**src/rtl/accum_driver.sv**
```systemverilog
// Initiator-side sequencer and checker for the start/inputC/inputB/inputA accumulator.
// Buffers operands, replays them in lockstep with the accumulator FSMD, then compares its sum.
module accum_driver #(
    parameter int W       = 8,
    parameter int DEPTH   = 8,
    parameter int TIMEOUT = 4
) (
    input  logic         clock,
    input  logic         reset,
    input  logic         load_valid,
    input  logic [W-1:0] load_data,
    input  logic         load_add,
    output logic         load_ready,
    input  logic         go,
    input  logic         clear,
    output logic         busy,
    output logic         finished,
    output logic [W-1:0] result,
    output logic [W-1:0] expected,
    output logic         match,
    output logic         error,
    output logic         acc_start,
    output logic         acc_inputC,
    output logic         acc_inputB,
    output logic [W-1:0] acc_inputA,
    input  logic         acc_done,
    input  logic [W-1:0] acc_value
);

    localparam int CW = $clog2(DEPTH + 1);
    localparam int AW = (DEPTH > 1) ? $clog2(DEPTH) : 1;
    localparam int TW = $clog2(TIMEOUT + 1);
    localparam logic [CW-1:0] DEPTH_C   = CW'(DEPTH);
    localparam logic [TW-1:0] TIMEOUT_C = TW'(TIMEOUT);

    typedef enum logic [2:0] {
        IDLE, START, C_PHASE, B_PHASE, WAIT_DONE, DONE
    } state_t;

    typedef struct packed {
        logic [W-1:0] data;
        logic         add;
    } entry_t;

    state_t          state, state_nxt;
    logic [CW-1:0]   count, idx;
    logic [TW-1:0]   tcnt;
    entry_t          buffer [0:(1<<AW)-1];
    entry_t          cur;
    logic            more, timed_out, load_fire;

    assign cur       = buffer[idx[AW-1:0]];
    assign more      = idx < count;
    assign timed_out = (tcnt + TW'(1)) == TIMEOUT_C;
    assign load_fire = load_valid && load_ready;

    // NOTE: sequential state uses non-blocking assignments so every register samples pre-edge values.
    always_ff @(posedge clock or posedge reset) begin
        if (reset) state <= IDLE;
        else       state <= state_nxt;
    end

    always_comb begin
        state_nxt = state;
        unique case (state)
            IDLE:      if (go) state_nxt = START;
            START:     state_nxt = C_PHASE;
            C_PHASE:   state_nxt = more ? B_PHASE : WAIT_DONE;
            B_PHASE:   state_nxt = C_PHASE;
            WAIT_DONE: if (acc_done || timed_out) state_nxt = DONE;
            DONE:      if (clear) state_nxt = IDLE;
            default:   state_nxt = IDLE;
        endcase
    end

    // Early acc_done during the replay is a protocol error, but the replay still runs to the end.
    always_ff @(posedge clock or posedge reset) begin
        if (reset) begin
            count    <= '0;
            idx      <= '0;
            tcnt     <= '0;
            expected <= '0;
            result   <= '0;
            match    <= 1'b0;
            error    <= 1'b0;
        end else begin
            unique case (state)
                IDLE: begin
                    if (go) begin
                        idx      <= '0;
                        expected <= '0;
                        result   <= '0;
                        match    <= 1'b0;
                        error    <= 1'b0;
                    end else if (load_fire) begin
                        count <= count + CW'(1);
                    end
                end
                START: begin
                    if (acc_done) error <= 1'b1;
                end
                C_PHASE: begin
                    if (acc_done) error <= 1'b1;
                    if (!more)    tcnt  <= '0;
                end
                B_PHASE: begin
                    if (acc_done) error <= 1'b1;
                    if (cur.add)  expected <= expected + cur.data;
                    idx <= idx + CW'(1);
                end
                WAIT_DONE: begin
                    if (acc_done) begin
                        result <= acc_value;
                        match  <= (acc_value == expected);
                    end else if (timed_out) begin
                        error <= 1'b1;
                        match <= 1'b0;
                    end else begin
                        tcnt <= tcnt + TW'(1);
                    end
                end
                DONE: begin
                    if (clear) begin
                        count <= '0;
                        idx   <= '0;
                    end
                end
                default: ;
            endcase
        end
    end

    // NOTE: the operand store has no reset; it is only read at indices written since the last go.
    always_ff @(posedge clock) begin
        if (load_fire) buffer[count[AW-1:0]] <= '{data: load_data, add: load_add};
    end

    // NOTE: every output gets a default first so no path through the case infers a latch.
    always_comb begin
        load_ready = 1'b0;
        busy       = 1'b0;
        finished   = 1'b0;
        acc_start  = 1'b0;
        acc_inputC = 1'b0;
        acc_inputB = 1'b0;
        acc_inputA = '0;
        unique case (state)
            IDLE:      load_ready = !go && (count < DEPTH_C);
            START: begin
                busy      = 1'b1;
                acc_start = 1'b1;
            end
            C_PHASE: begin
                busy       = 1'b1;
                acc_inputC = more;
            end
            B_PHASE: begin
                busy       = 1'b1;
                acc_inputA = cur.data;
                acc_inputB = cur.add;
            end
            WAIT_DONE: busy     = 1'b1;
            DONE:      finished = 1'b1;
            default: ;
        endcase
    end

endmodule

```
**config.mk**
```make
export PLATFORM = sky130hd
export DESIGN_NAME = accum_driver
export DESIGN_NICKNAME = d
export VERILOG_FILES = /design/src/rtl/accum_driver.sv
export SDC_FILE = /design/constraint.sdc
export NUM_CORES = 1
export LEC_CHECK = 0
export CORE_UTILIZATION = 54
export CTS_BUF_LIST = sky130_fd_sc_hd__clkbuf_8
export CTS_CLUSTER_SIZE = 12
export DETAILED_ROUTE_END_ITERATION = 8
export GPL_TIMING_DRIVEN = 0
export PLACE_DENSITY = 0.77
export SLEW_MARGIN = 20
export SYNTH_ARGS = -nofsm -noshare
export SYNTH_HDL_FRONTEND = slang
export SYNTH_SLANG_ARGS = --single-unit
```
**constraint.sdc**
```tcl
create_clock -name clock -period 3.4 [get_ports clock]
set_input_delay 1.02 -clock clock [delete_from_list [all_inputs] [get_ports clock]]
set_output_delay 1.02 -clock clock [all_outputs]
set_load 0.005 [all_outputs]
```
==> metrics.md <==
| Metric | Value |
|---|---|
| Count of pins over their slew limit | 0 |
| Count of maximum capacitance violations | 0 |
| Area growth from synthesis to layout | 21.9% |
| Worst reg2reg startpoint | idx[0] |
| Number of vias after detailed routing | 3,070 |
| Share of the synthesized area in the top cell type | 0.449 |
| Minimum setup slack in the final design | 0.0523 ns |
| Fillers | 645 |
| Number of nets in the synthesized netlist | 382 |
| Cell repeated most along the worst path | sky130_fd_sc_hd__buf_12 |
| Clk pin slew, worst setup/hold paths | 0.11 ns |
| Full die area | 9300 um2 |
| Dominant cell type by area after synthesis | sky130_fd_sc_hd__edfxtp_1 |
| Top Ports | 55 |
| Nets@finish | 458 |
| Sequential share of the synthesized area | 0.615 |
| Detail Route Antenna Nets | 0 |
| Worst endpoint required time | 2.38 ns |
| Hold-fix buffers at CTS | 0 |
| Combinational power share | 0.394 |
| Antenna violations before repair | 0 |
| Core ar. | 8680 um2 |
| FF-to-FF path depth | 11 |
| First-pass iteration count of the detailed router | 4 |
| Worst-skew pair later-pin latency | 0.37 ns |
| Post-synth top flop | sky130_fd_sc_hd__edfxtp_1 |
| Synthesized area | 4820 um2 |
| Endpoints failing hold | 0 |
| Horizontal extent of the die | 96.4 um |
| Total global-route track usage | 0.219 |
| Largest buffer count on any clock path | 2 |
| Number of instances in the synthesized netlist | 344 |
| Ratio of cells with drive above 1 in the final layout | 0.179 |
| Worst r2r dst | expected[6] |
| Starting utilization of the core area | 0.555 |
| Number of vias per cell | 5.76 |
| Switching pwr | 0.00136 W |
| Critical path launch point type | flop |
| CP max FO | 9 |
| Number of H-tree levels | 3 |
| Global placement routability congestion | 0.779 |
| TritonCTS clock tree | done |
| Endpoints failing setup | 0 |
| Maximum clock rate | 0.299 GHz |
| Destination of the critical timing path | acc_inputA[2] |
| Number of global-route vias before repair | 2,937 |
| Internal | 0.00263 W |
| Peak supply drop | 0.294 mV |
| Share of power burned in registers | 0.413 |
| Worst slew margin relative to its limit | 0.338 |
| Initial DRC count | 232 |
| CP Cell Sequence | buf_12 -> buf_12 -> mux4_1 -> mux2_4 -> and2_1 -> dlygate4sd2_1 |
| Largest cells by area after synthesis | sky130_fd_sc_hd__edfxtp_1, sky130_fd_sc_hd__dfrtp_1, sky130_fd_sc_hd__mux4_1 |
| PwrDens | 680 nW/um2 |
| Number of synthesized register bits | 104 |
| Measured slew at the worst slew-check pin | 0.990 ns |
| Worst-case register-to-register setup slack | 0.28 ns |
| Crit-path slowest cell | sky130_fd_sc_hd__mux4_1 |
| Overall Power | 0.00399 W |
| Min Clock Period, post-route | 3.35 ns |
| Result of the run | finished clean |
| Data arrival time of the worst path | 2.33 ns |
| Antenna Cells | 0 |
| Final instance area | 5870 um2 |
| Pre-CTS WS | -0.0883 ns |
| Final global-route overflow total | 0 |
| Inserted Clock Buffers | 9 |
| Die Ht | 96.4 um |
| Setup Skew | 0.0117 ns |
| TritonCTS sink count | 104 |
| Number of port buffers | 54 |
| Maximum number of pins on one net before global-route repair | 33 |
| Share of flip-flops with an asynchronous set or reset | 0.308 |
| Syn Area/Cell | 14.0 um2 |
| Count of standard-cell rows | 34 |
| Wire length reported by the detailed router | 9430 um |
| Leakage power total | 2.27 nW |
| Classification of the worst setup path | reg2out |
| Global-route wire length before repair | 14,600 um |
| Path category of the worst min-delay check | reg2reg |
| Crit path capture type | primary output |
| Count of distinct cell types in the synthesized netlist | 51 |
| Placement Cell Area | 5520 um2 |
| Worst Hold Margin | 0.493 ns |
| Max incr delay on CP | 0.57 ns |
| Cell chosen for the clock root | sky130_fd_sc_hd__clkbuf_8 |
| Crit. Startpoint | idx[0] |
| Routed len/inst | 17.7 um |
| DRC violation count after routing | 0 |
| Clock power frac | 0.192 |
| DP HPWL | 6670 um |
| Number of warning messages in the yosys log | 0 |
| Final critical-path share of the clock period | 0.985 |
| Sw frac | 0.341 |
| EDFF count, synth | 72 |
==> sequential cells by signal, indices dropped and copies added (netlist names) <==
| name | count |
|---|---|
| buffer | 72 |
| count | 4 |
| error | 1 |
| expected | 8 |
| idx | 4 |
| match | 1 |
| result | 8 |
| state | 3 |
| tcnt | 3 |
==> synth_stat cells, drive strengths merged, types with 2 or more instances <==
master / count
a21o: 6
a21oi: 13
a31oi: 2
and2: 11
buf: 9
clkbuf: 2
dfrtp: 32
edfxtp: 72
ha: 14
inv: 9
mux2: 7
mux2i: 4
mux4: 18
nand2: 54
nand2b: 4
nand3: 5
nor2: 18
nor3: 3
nor4: 2
o21ai: 24
or2: 3
xnor2: 8
xor2: 8
==> logic make-up after synthesis <==
kind of cell,share of synthesized area
muxes,0.117
AOI/OAI and AO/OA,0.0722
DFF,0.615
adders and majority gates,0.0405
xor gates and xnor gates,0.0291
and+or+nand+nor,0.101
buffers and inverters,0.0255
==> power groups by stage <==
stage	logic, W	registers, W	clock network [W]
2_1_floorplan	0.000942	0.00165	0
3_3_place_gp	0.00137	0.00167	0
3_5_place_dp	0.00142	0.00168	0
4_1_cts	0.00153	0.00165	0.000783
5_1_grt	0.00174	0.00167	0.000826
6_report	0.00157	0.00165	0.000767
==> placed cells by master (no fill, tap or decap), types with 8 or more instances in the layout <==
master	synthesis	final
sky130_fd_sc_hd__edfxtp_1	72	72
sky130_fd_sc_hd__nand2_1	53	52
sky130_fd_sc_hd__clkdlybuf4s50_1	0	46
sky130_fd_sc_hd__dfrtp_1	32	27
sky130_fd_sc_hd__o21ai_0	22	22
sky130_fd_sc_hd__nor2_1	15	15
sky130_fd_sc_hd__ha_1	14	14
sky130_fd_sc_hd__a21oi_1	12	12
sky130_fd_sc_hd__mux4_2	8	12
sky130_fd_sc_hd__and2_1	10	10
sky130_fd_sc_hd__buf_4	1	9
sky130_fd_sc_hd__clkbuf_8	0	9
sky130_fd_sc_hd__inv_1	9	8
sky130_fd_sc_hd__xor2_1	8	8
sky130_fd_sc_hd__xnor2_1	8	8
==> worst min-delay path by stage <==
| stage | start | to | slack (ns) | depth (start not counted) |
|---|---|---|---|---|
| global placement | result[7] | result[7] | 0.46 | 2 |
| global route | result[1] | result[1] | 0.51 | 2 |
| floorplan | result[0] | result[0] | 0.47 | 2 |
| finish | result[1] | result[1] | 0.49 | 2 |
| detailed placement | result[1] | result[1] | 0.47 | 2 |
| CTS | result[1] | result[1] | 0.50 | 2 |
==> per-layer routing <==
metal / global-route usage / up-vias / share of wire
met1: 0.285 / 1488 / 0.43
met3: 0.0336 / 34 / 0.051
li1: - / 1428 / -
met4: 0.104 / 0 / 0.033
met5: 0 / - / 0
met2: 0.365 / 120 / 0.48
==> stage by stage <==
| step | TNS [ns] | utilization | std cells |
|---|---|---|---|
| 2_1_floorplan | 0 | - | 344 |
| 3_3_place_gp | -10.25 | 0.633 | 506 |
| 3_5_place_dp | -2.91 | 0.636 | 508 |
| 4_1_cts | -0.00903 | 0.669 | 528 |
| 5_1_grt | -0.00198 | 0.677 | 533 |
| 6_report | 0 | 0.677 | 533 |
==> worst max-delay path, delay by kind of cell, from the launching register on <==
| family | cells | cell delay, ns |
|---|---|---|
| and+or+nand+nor | 1 | 0.16 |
| DFF | 1 | 0.42 |
| muxes | 2 | 0.87 |
| buffers and inverters | 3 | 0.52 |
==> layout make-up <==
class                      instances  area, um2  area share
sequential                       104       2970       0.506
multi-input combinational        220       1780       0.303
clock buffer                       9        124      0.0211
buffer                            11        105      0.0179
clock inverter                     7       83.8      0.0143
timing repair buffer              65        641       0.109
inverter                           9       33.8     0.00575
tap                              108        135      0.0230
==> timing repair <==
action,in CTS,in global routing
resized for setup,27,8
setup endpoints to repair,11,7
pin swaps,0,2
hold endpoints to repair,0,0
buffers inserted,4,5
No activity file was read; power rests on OpenSTA's default activity.
